File: src/rtl/systolic_feeder.sv
// Operand loader and skewed edge-stream driver for a 3x3 systolic multiplier.
// Stores A/B from a serial word stream, feeds them diagonally, and watches Done.
module systolic_feeder #(
  parameter int DATAWIDTN = 8,
  parameter int TIMEOUT   = 15
) (
  input  logic                 clk,
  input  logic                 rst,
  input  logic                 in_valid,
  output logic                 in_ready,
  input  logic [DATAWIDTN-1:0] in_data,
  output logic [DATAWIDTN-1:0] A0,
  output logic [DATAWIDTN-1:0] A1,
  output logic [DATAWIDTN-1:0] A2,
  output logic [DATAWIDTN-1:0] B0,
  output logic [DATAWIDTN-1:0] B1,
  output logic [DATAWIDTN-1:0] B2,
  output logic [1:0]           start_out,
  input  logic                 done_in,
  output logic                 res_valid,
  output logic                 err,
  output logic                 busy
);

  typedef enum logic [1:0] {S_LOAD, S_FEED, S_WAIT, S_DONE} state_e;

  state_e state_q, state_d;
  logic [4:0] k_q, k_d;
  logic [2:0] t_q, t_d;
  logic [3:0] w_q, w_d;

  logic [2:0][2:0][DATAWIDTN-1:0] am_q, bm_q;
  logic [2:0][DATAWIDTN-1:0]      a_q, a_d, b_q, b_d;

  logic       accept, last_word, timeout, feed_next;
  logic [2:0] tn;

  assign accept    = (state_q == S_LOAD) && in_valid;
  assign last_word = accept && (k_q == 5'd17);
  // Timeout fires in the TIMEOUT-th WAIT cycle that still has no done_in.
  assign timeout   = (state_q == S_WAIT) && !done_in && (w_q == 4'(TIMEOUT - 1));

  always_ff @(posedge clk or negedge rst) begin
    if (!rst) begin
      state_q <= S_LOAD;
      k_q     <= '0;
      t_q     <= '0;
      w_q     <= '0;
    end else begin
      state_q <= state_d;
      k_q     <= k_d;
      t_q     <= t_d;
      w_q     <= w_d;
    end
  end

  always_comb begin
    state_d = state_q;
    k_d     = k_q;
    t_d     = t_q;
    w_d     = w_q;
    case (state_q)
      S_LOAD: begin
        if (accept) begin
          if (last_word) begin
            state_d = S_FEED;
            k_d     = '0;
            t_d     = '0;
          end else begin
            k_d = k_q + 5'd1;
          end
        end
      end
      S_FEED: begin
        if (t_q == 3'd7) begin
          state_d = S_WAIT;
          w_d     = '0;
        end else begin
          t_d = t_q + 3'd1;
        end
      end
      S_WAIT: begin
        if (done_in)      state_d = S_DONE;
        else if (timeout) state_d = S_LOAD;
        else              w_d = w_q + 4'd1;
      end
      S_DONE:  state_d = S_LOAD;
      default: state_d = S_LOAD;
    endcase
  end

  always_comb begin
    in_ready  = (state_q == S_LOAD);
    busy      = (state_q != S_LOAD);
    start_out = (state_q == S_FEED) ? 2'b01 : 2'b00;
    res_valid = (state_q == S_DONE);
    err       = timeout;
  end

  always_ff @(posedge clk or negedge rst) begin
    if (!rst) begin
      am_q <= '0;
      bm_q <= '0;
    end else if (accept) begin
      for (int i = 0; i < 3; i++) begin
        for (int j = 0; j < 3; j++) begin
          if (k_q == 5'(3*i + j))     am_q[i][j] <= in_data;
          if (k_q == 5'(9 + 3*i + j)) bm_q[i][j] <= in_data;
        end
      end
    end
  end

  // Streams are registered, so they are computed for the step the next cycle shows.
  assign feed_next = last_word || ((state_q == S_FEED) && (t_q != 3'd7));
  assign tn        = last_word ? 3'd0 : (t_q + 3'd1);

  always_comb begin
    a_d = '0;
    b_d = '0;
    if (feed_next) begin
      for (int i = 0; i < 3; i++) begin
        for (int s = 0; s < 3; s++) begin
          if (tn == 3'(i + s)) begin
            a_d[i] = am_q[i][s];
            b_d[i] = bm_q[s][i];
          end
        end
      end
    end
  end

  always_ff @(posedge clk or negedge rst) begin
    if (!rst) begin
      a_q <= '0;
      b_q <= '0;
    end else begin
      a_q <= a_d;
      b_q <= b_d;
    end
  end

  assign A0 = a_q[0];
  assign A1 = a_q[1];
  assign A2 = a_q[2];
  assign B0 = b_q[0];
  assign B1 = b_q[1];
  assign B2 = b_q[2];

endmodule
File: config.mk
export PLATFORM = sky130hd
export DESIGN_NAME = systolic_feeder
export DESIGN_NICKNAME = d
export VERILOG_FILES = /design/src/rtl/systolic_feeder.sv
export SDC_FILE = /design/constraint.sdc
export NUM_CORES = 1
export LEC_CHECK = 0
export BUFFER_PORTS_ARGS = -buffer_cell sky130_fd_sc_hd__clkbuf_2
export CAP_MARGIN = 20
export CORE_MARGIN = 10
export CORE_UTILIZATION = 35
export DETAILED_ROUTE_END_ITERATION = 7
export PLACE_DENSITY = 0.61
export RECOVER_POWER = 100
export SKIP_CTS_REPAIR_TIMING = 1
export SLEW_MARGIN = 30
export SYNTH_ARGS = -nofsm -noshare
export SYNTH_HDL_FRONTEND = slang
export SYNTH_SLANG_ARGS = --single-unit
File: constraint.sdc
create_clock -name clk -period 2.7 [get_ports clk]
set_input_delay 0.135 -clock clk [delete_from_list [all_inputs] [get_ports clk]]
set_output_delay 0.135 -clock clk [all_outputs]
set_load 0.005 [all_outputs]
## After elaboration in Yosys (flattened, before gate mapping)

Cells that the tools add are included.

| cells by class | value |
|---|---|
| add/subtract/negate cells | 3 |
| multipliers | 0 |
| divide/modulo/power cells | 0 |
| $lt $le $gt $ge | 0 |
| equality and inequality tests | 34 |
| shift-type cells | 0 |
| multiplexer cells | 37 |
| bitwise gates (word level) | 0 |
| reductions and logical operators | 35 |

Operators by type and width:

| kind | count |
|---|---|
| $mux W8 | 18 |
| $mux W24 | 2 |
| $eq A5 B4 Y1 const B | 8 |
| $reduce_and A2 Y1 | 19 |
| $eq A5 B3 Y1 const B | 4 |
| $mux W3 | 4 |
| $mux W4 | 3 |
| $reduce_and A4 Y1 | 3 |
| $eq A5 B2 Y1 const B | 2 |
| $eq A5 B5 Y1 const B | 2 |
| $mux W2 | 5 |
| $ne A2 B2 Y1 const B | 4 |
| $pmux W2 S4 | 1 |
| $pmux W4 S2 | 1 |
| $eq A3 B2 Y1 const B | 2 |
| $eq A3 B3 Y1 const B | 2 |
| $ne A3 B3 Y1 const B | 2 |
| $pmux W3 S2 | 1 |
| $reduce_bool A2 Y1 | 3 |
| $add A5 B1 Y5 const B | 1 |
| $eq A5 B1 Y1 const B | 1 |
| $logic_and A1 B1 Y1 | 5 |
| $logic_not A5 Y1 | 1 |
| $mux W5 | 1 |
| other kinds (12) | 14 |

| storage, ports and cells | value |
|---|---|
| register bits after elaboration | 206 |
| bits in latches | 0 |
| bits in writable memories | 0 |
| memory bits (read-only) | 0 |
| output and inout port bits | 54 |
| memories | 0 |

## Longest topological paths before layout

Gate-level depths: netlist of the first run.

| logic depth | value |
|---|---|
| word-level depth | 9 |
| depth in mapped cells | 8 |
| mapped depth without buffers | 5 |

## Worst setup path before layout of the first run

OpenSTA, ideal clock, no wires.

| timing path | value |
|---|---|
| kind | register to register |
| start point | reg t_q[0] |
| end point | reg b_q (netlist bit B0[5]) |
| arrival | 2.101 ns |
| data required time | 2.613 ns |
| path slack | 0.511 ns |
| stages on the path, launching flop included | 9 |
| buffers on the path | 3 |
| period minus slack after synthesis | 2.189 ns |
| cell sequence | dfrtp_1 > ha_1 > ha_1 > buf_6 > or4b_1 > buf_2 > buf_6 > a211o_1 > a22oi_1 |

RTL lines:

| what | line | text |
|---|---|---|
| start, declared | 29 | `logic [2:0] t_q, t_d;` |
| start signal, assigned | 52 | `t_q <= t_d;` |
| end signal, assigned | 136 | `b_q <= '0;` |
| end signal, assigned | 139 | `b_q <= b_d;` |
| end, declared | 33 | `logic [2:0][DATAWIDTN-1:0] a_q, a_d, b_q, b_d;` |

## Worst setup path after layout of the first run

| timing path | value |
|---|---|
| start point | reg state_q[1] |
| end point | reg bm_q[64] (netlist name) |

| between the ends | value |
|---|---|
| longest elaborated chain between the ends | 3 |

RTL lines:

| what | line | text |
|---|---|---|
| start, declared | 27 | `state_e state_q, state_d;` |
| start signal, assigned | 50 | `state_q <= state_d;` |
| $logic_not A2 Y1 | 38 | `assign accept = (state_q == S_LOAD) && in_valid;` |
| $logic_and A1 B1 Y1 | 38 |  |
| $reduce_and A2 Y1 (no line) | - |  |
| end signal, assigned by index | 108 | `if (k_q == 5'(9 + 3*i + j)) bm_q[i][j] <= in_data;` |
| end, declared | 32 | `logic [2:0][2:0][DATAWIDTN-1:0] am_q, bm_q;` |

Every way passes these cells.
A chain may end at the register's enable or synchronous reset.

==> impl_metrics.tcl, run 1 <==
set metrics [dict create \
    status "finished with violations" \
    failed_checks "capacitance limit, slew limit" \
    rsz0062_at_grt "no" \
    antenna_found_initial 0 \
    fp.dieH_microns 182 \
    cp_max_fo 11 \
    path_class "reg -> reg" \
    grt_pass1_wl_microns 34600 \
    die_width_microns 182 \
    ioPinCount 66 \
    drt_iter0_markers 461 \
    synth-seq-area-share 0.565 \
    cp_num_cells 3 \
    first_global_vias 6097 \
    crit_buf_inv 0 \
    cp_slowest_cell "nor2_1" \
    core-area_sq_mm 0.0258 \
    required_ns 3.08 \
    syn-num-nets 739 \
    synth_area_leaders "dfrtp_1, mux2_2, a22oi_1" \
    clkTransAtPathRegs_ns 0.06 \
    ctsHtreeMaxLevel 1 \
    hp-class "in -> reg" \
    synth-xor-area-share 0.000959 \
    routed_wl_microns 21500 \
    root_buffer "clkbuf_16" \
    netlist_instances 718 \
    worstPathCellList "or3b_2 -> nor2_1 -> mux2_2" \
    drive_gt1_frac 0.298 \
    power_density_mw_per_mm2 1160 \
    synth_fa_ha_area_frac 0.0123 \
    grt_overflow 0 \
    yosysWarningCount 0 \
    first_pass_iters 4 \
    cts_inserted_buffers 22 \
    gp_congestion 0.764 \
    async_flop_share 1.00 \
    placed_area_sq_mm 0.00979 \
    wl_per_cell_microns 19.2 \
    clk_latency_ns 0.50 \
    dpl.hpwl_microns 13000 \
    initial_core_util 0.353 \
    skew_ns 0.0129 \
    viasPerCell 5.16 \
    synth_commonest_cells "dfrtp_1, mux2_2, clkbuf_1" \
    fmax_mhz 419 \
    critPathArrivalTime_ns 2.77 \
    yosysMostFrequentCell "dfrtp_1" \
    synth_cell_type_count 50 \
    critPathLaunchType "register" \
    grt_usage 0.128 \
    crit_family "simple AND/OR/NAND/NOR gates" \
    synthMuxAreaShare 0.202 \
    maxSlewViolCount 74 \
    drc 0 \
    fin_crit_ns 2.38 \
    cpPeakStageDelay_ns 0.71 \
    cts.sinks 206 \
    place.port_buffers 64 \
    tightest_slew_ns 1.97 \
    area.growth.synth_to_final_pct 13.1 \
    fillers 2482 \
    yosysTopAreaCell "dfrtp_1" \
    drv_cap 1 \
    r2r_slack_ns 0.32 \
    holdPathStages 3 \
    diodes 0 \
    dieArea_sq_mm 0.0329 \
    netlist.area_leader.share 0.565 \
    hold_start "done_in" \
    synth_ff_type "dfrtp_1" \
    setup_violations 0 \
    hold_violations 0 \
    cts_tree "built" \
    yosys.area_share.simple 0.0850 \
    synth_top_family_by_area "multiplexers" \
    via_count 5784 \
    r2r_cells 3 \
    fin_tns_setup_ns 0 \
    synth_edf_count 0 \
    cts.path.max_buffers 3 \
    rows 59 \
    post-route-period-util 0.883 \
    r2r_start "state_q[1]" \
    max_slew_margin -0.316 \
    grt_max_degree 76 \
    drtAntennaViolNets 0 \
    final_net_count 792 \
    ir_worst_vdd_mv 0.493 \
    p_leak_nw 4.61 \
    synth_compound_area_frac 0.0950 \
    crit_path_end_kind "register" \
    synth_area_per_cell_sq_um 12.7 \
    critPathLaunch "state_q[1]" \
    fin_area_sq_mm 0.0103 \
    syn_area_sq_mm 0.00913 \
    ys_ff_latch 206 \
]
## logic make-up after synthesis
kind of cell,Yosys count
AOI/OAI and AO/OA,126
DFF,206
xor gates and xnor gates,1
other,1
and+or+nand+nor,129
buffers and inverters,82
adders and majority gates,9
muxes,164
## final cells by class
class / count / area, sq um / area share
Inverter: 26 / 97.6 / 0.00945
Clock buffer: 32 / 659 / 0.0639
Tap cell: 335 / 419 / 0.0406
Multi-Input combinational cell: 430 / 3530 / 0.342
Clock inverter: 6 / 30.0 / 0.00291
Timing Repair Buffer: 85 / 428 / 0.0414
Sequential cell: 206 / 5160 / 0.499
## cells in the final DEF (no fill, tap or decap), types with 3 or more instances in the layout
| master | netlist | routed |
|---|---|---|
| dfrtp_1 | 206 | 205 |
| mux2_2 | 160 | 160 |
| clkbuf_1 | 36 | 54 |
| nor2_1 | 35 | 36 |
| a22oi_1 | 33 | 33 |
| inv_1 | 26 | 26 |
| nand2_1 | 25 | 25 |
| o21ai_0 | 23 | 23 |
| clkbuf_16 | 0 | 23 |
| clkbuf_2 | 1 | 20 |
| nor3b_1 | 17 | 19 |
| o22ai_1 | 19 | 19 |
| a211o_1 | 16 | 16 |
| o221ai_1 | 15 | 15 |
| a21oi_1 | 15 | 15 |
| nand3_1 | 8 | 12 |
| buf_4 | 2 | 12 |
| nor2b_1 | 9 | 9 |
| ha_1 | 9 | 9 |
| clkinv_2 | 0 | 6 |
| clkbuf_8 | 0 | 5 |
| nand2b_1 | 4 | 4 |
| nor3_1 | 1 | 4 |
| nor3_2 | 3 | 3 |
| mux2i_1 | 3 | 3 |
## worst paths after layout
kind | endpoint
min in group asynchronous | A1[1]
setup / recovery | bm_q[64]
hold reg to reg | w_q[3]
hold / removal | state_q[1]
max in group asynchronous | t_q[0]
setup reg to reg | bm_q[64]
## through the flow
stage / worst slack [ns] / hold WS [ns] / util / total power [mW] / cells
floorplan: 0.511 / -0.161 / - / 8.09 / 718
global placement: 0.513 / 0.212 / 0.379 / 9.19 / 1081
detailed placement: 0.463 / 0.215 / 0.379 / 9.32 / 1081
CTS: 0.457 / -0.315 / 0.406 / 12.2 / 1119
global route: 0.181 / 0.0193 / 0.400 / 12.8 / 1120
finish: 0.315 / 0.0166 / 0.400 / 12.0 / 1120
## power by group
group | switching [mW] | internal, mW | total (mW)
Combinational | 2.29 | 1.89 | 4.18
Clock | 1.20 | 1.69 | 2.88
Sequential | 0.644 | 4.29 | 4.93
Total | 4.13 | 7.86 | 12.0
## registers in the layout, summed over array words and instances (netlist names)
register / cells
B2: 8
A0: 8
am_q: 72
t_q: 3
B0: 8
B1: 8
w_q: 4
A2: 8
A1: 8
k_q: 5
bm_q: 72
state_q: 2
## worst min-delay path: stages
cell      delay (ns)
clkbuf_2        0.12
o21ai_0         0.14
o21ai_0         0.07
## layer usage
layer / part of all wire / GRT usage / vias to the layer above
met1: 0.46 / 0.166 / 2999
met5: 0 / 0 / -
met3: 0.044 / 0.0274 / 20
met4: 0.014 / 0.0290 / 0
li1: - / - / 2674
met2: 0.48 / 0.215 / 91
Note: power is estimated with default switching activity, not from simulation.
==> inputs of run 2 (changes only) <==
- RECOVER_POWER: 100 -> unset
- REMOVE_ABC_BUFFERS: unset -> 1
==> run 2 against run 1 <==
Against the previous run: the run now ends clean; sequential power is essentially flat; combinational power increased by 3%; clock skew down 0.0057 ns; first-iteration DRC count down 27%; non-clock buffer count is 3 higher; power increased by 0.92%; global-route usage shrank 0.31 points; critical path depth is 3 higher; sequential share of layout area is 0.91 points lower; cell area is 1.9% higher; flip-flop and latch count unchanged; critical path type unchanged; largest power group unchanged; highest routed layer unchanged.
==> impl_metrics.tcl, run 2 (synthesis results as in run 1) <==
set metrics [dict create \
    status "finished clean" \
    dpl.hpwl_microns 12900 \
    area.growth.synth_to_final_pct 15.2 \
    placed_area_sq_mm 0.00981 \
    grt_usage 0.125 \
    hp-class "in -> reg" \
    layout_setup_ws_ns 0.452 \
    use_met2 0.207 \
    hold_ws_ns 0.0442 \
    skew_ns 0.00718 \
    place.port_buffers 64 \
    drc 0 \
    gp_congestion 0.762 \
    r2r_slack_ns 0.45 \
    path_class "reg -> reg" \
    layout_commonest_cell "dfrtp_1" \
    fin_tns_setup_ns 0 \
    power_density_mw_per_mm2 1150 \
    p_leak_nw 4.83 \
    first_global_vias 5847 \
    root_buffer "clkbuf_16" \
    tightest_slew_ns 0.810 \
    drive_gt1_frac 0.378 \
    drt_iter0_markers 336 \
    rows 59 \
    clk_latency_ns 0.49 \
    critPathArrivalTime_ns 2.65 \
    fp.dieH_microns 182 \
    grt_overflow 0 \
    initial_core_util 0.353 \
    cp_max_fo 32 \
    maxSlewViolCount 0 \
    core-area_sq_mm 0.0258 \
    cts_inserted_buffers 22 \
    reg_top3 "am_q: 72 flops, bm_q: 72 flops" \
    ctsHtreeMaxLevel 1 \
    post-place-ws_ns 0.467 \
    ir_worst_vdd_mv 0.663 \
    fin_area_sq_mm 0.0105 \
    ioPinCount 66 \
    fin_util 0.407 \
    setup_violations 0 \
    cts_tree "built" \
    drtAntennaViolNets 0 \
    busiest_layer "met2" \
    drv_cap 0 \
    final_net_count 795 \
    grt_max_degree 72 \
    die_width_microns 182 \
    gr-usage-met3 0.0181 \
    critPathLaunchType "register" \
    cts.path.max_buffers 3 \
    cts.sinks 206 \
    rsz0062_at_grt "no" \
    hold_violations 0 \
    diodes 0 \
    dieArea_sq_mm 0.0329 \
    post-route-period-util 0.832 \
    gr-usage-met1 0.169 \
    required_ns 3.10 \
    layout_common_cells "dfrtp_1, mux2_2, clkbuf_2" \
    via_count 5718 \
    routed_wl_microns 21200 \
    fin_cells 1125 \
    dpl.cell_count 1084 \
    max_slew_margin 0.460 \
    antenna_found_initial 0 \
    wl_per_cell_microns 18.9 \
    clkTransAtPathRegs_ns 0.06 \
    viasPerCell 5.08 \
    fmax_mhz 445 \
    fin_crit_ns 2.25 \
    power_mw 12.1 \
    grt_pass1_wl_microns 33900 \
    crit_path_end_kind "register" \
    first_pass_iters 4 \
]
[run 2: worst paths after layout]
path                              endpoint  cells past startpoint  startpoint
worst max-delay path                 A0[5]                      6      t_q[0]
worst max register to register       A0[5]                      6      t_q[0]
worst min register to register      w_q[3]                      1      w_q[3]
max in group asynchronous         bm_q[31]                      3         rst
worst min-delay path            state_q[0]                      4    in_valid
min in group asynchronous         am_q[24]                      2         rst
[run 2: area by class of cell]
cell class,instances,area (sq um)
timing repair buffer,88,537
sequential,206,5160
clock inverter,7,42.5
inverter,26,97.6
multi-input combinational,430,3610
clock buffer,33,653
tap,335,419
fill,2482,15300
[run 2: where the power goes]
part / switching [mW] / internal (mW)
registers: 0.651 / 4.29
logic: 2.31 / 1.98
clock network: 1.19 / 1.67
[run 2: worst max-delay path: stages, from the launching register on]
cell and delay [ns]:
dfrtp_2 0.40, ha_1 0.19, ha_1 0.29, or4b_1 0.52
buf_4 0.29, a211o_1 0.27, a22oi_1 0.20
[run 2: routing by layer]
layer  vias up  routed length, microns
met2        88                   10200
met1      2922                    9990
met4         0                     292
li1       2689                       -
met3        19                     721
met5         -                       0
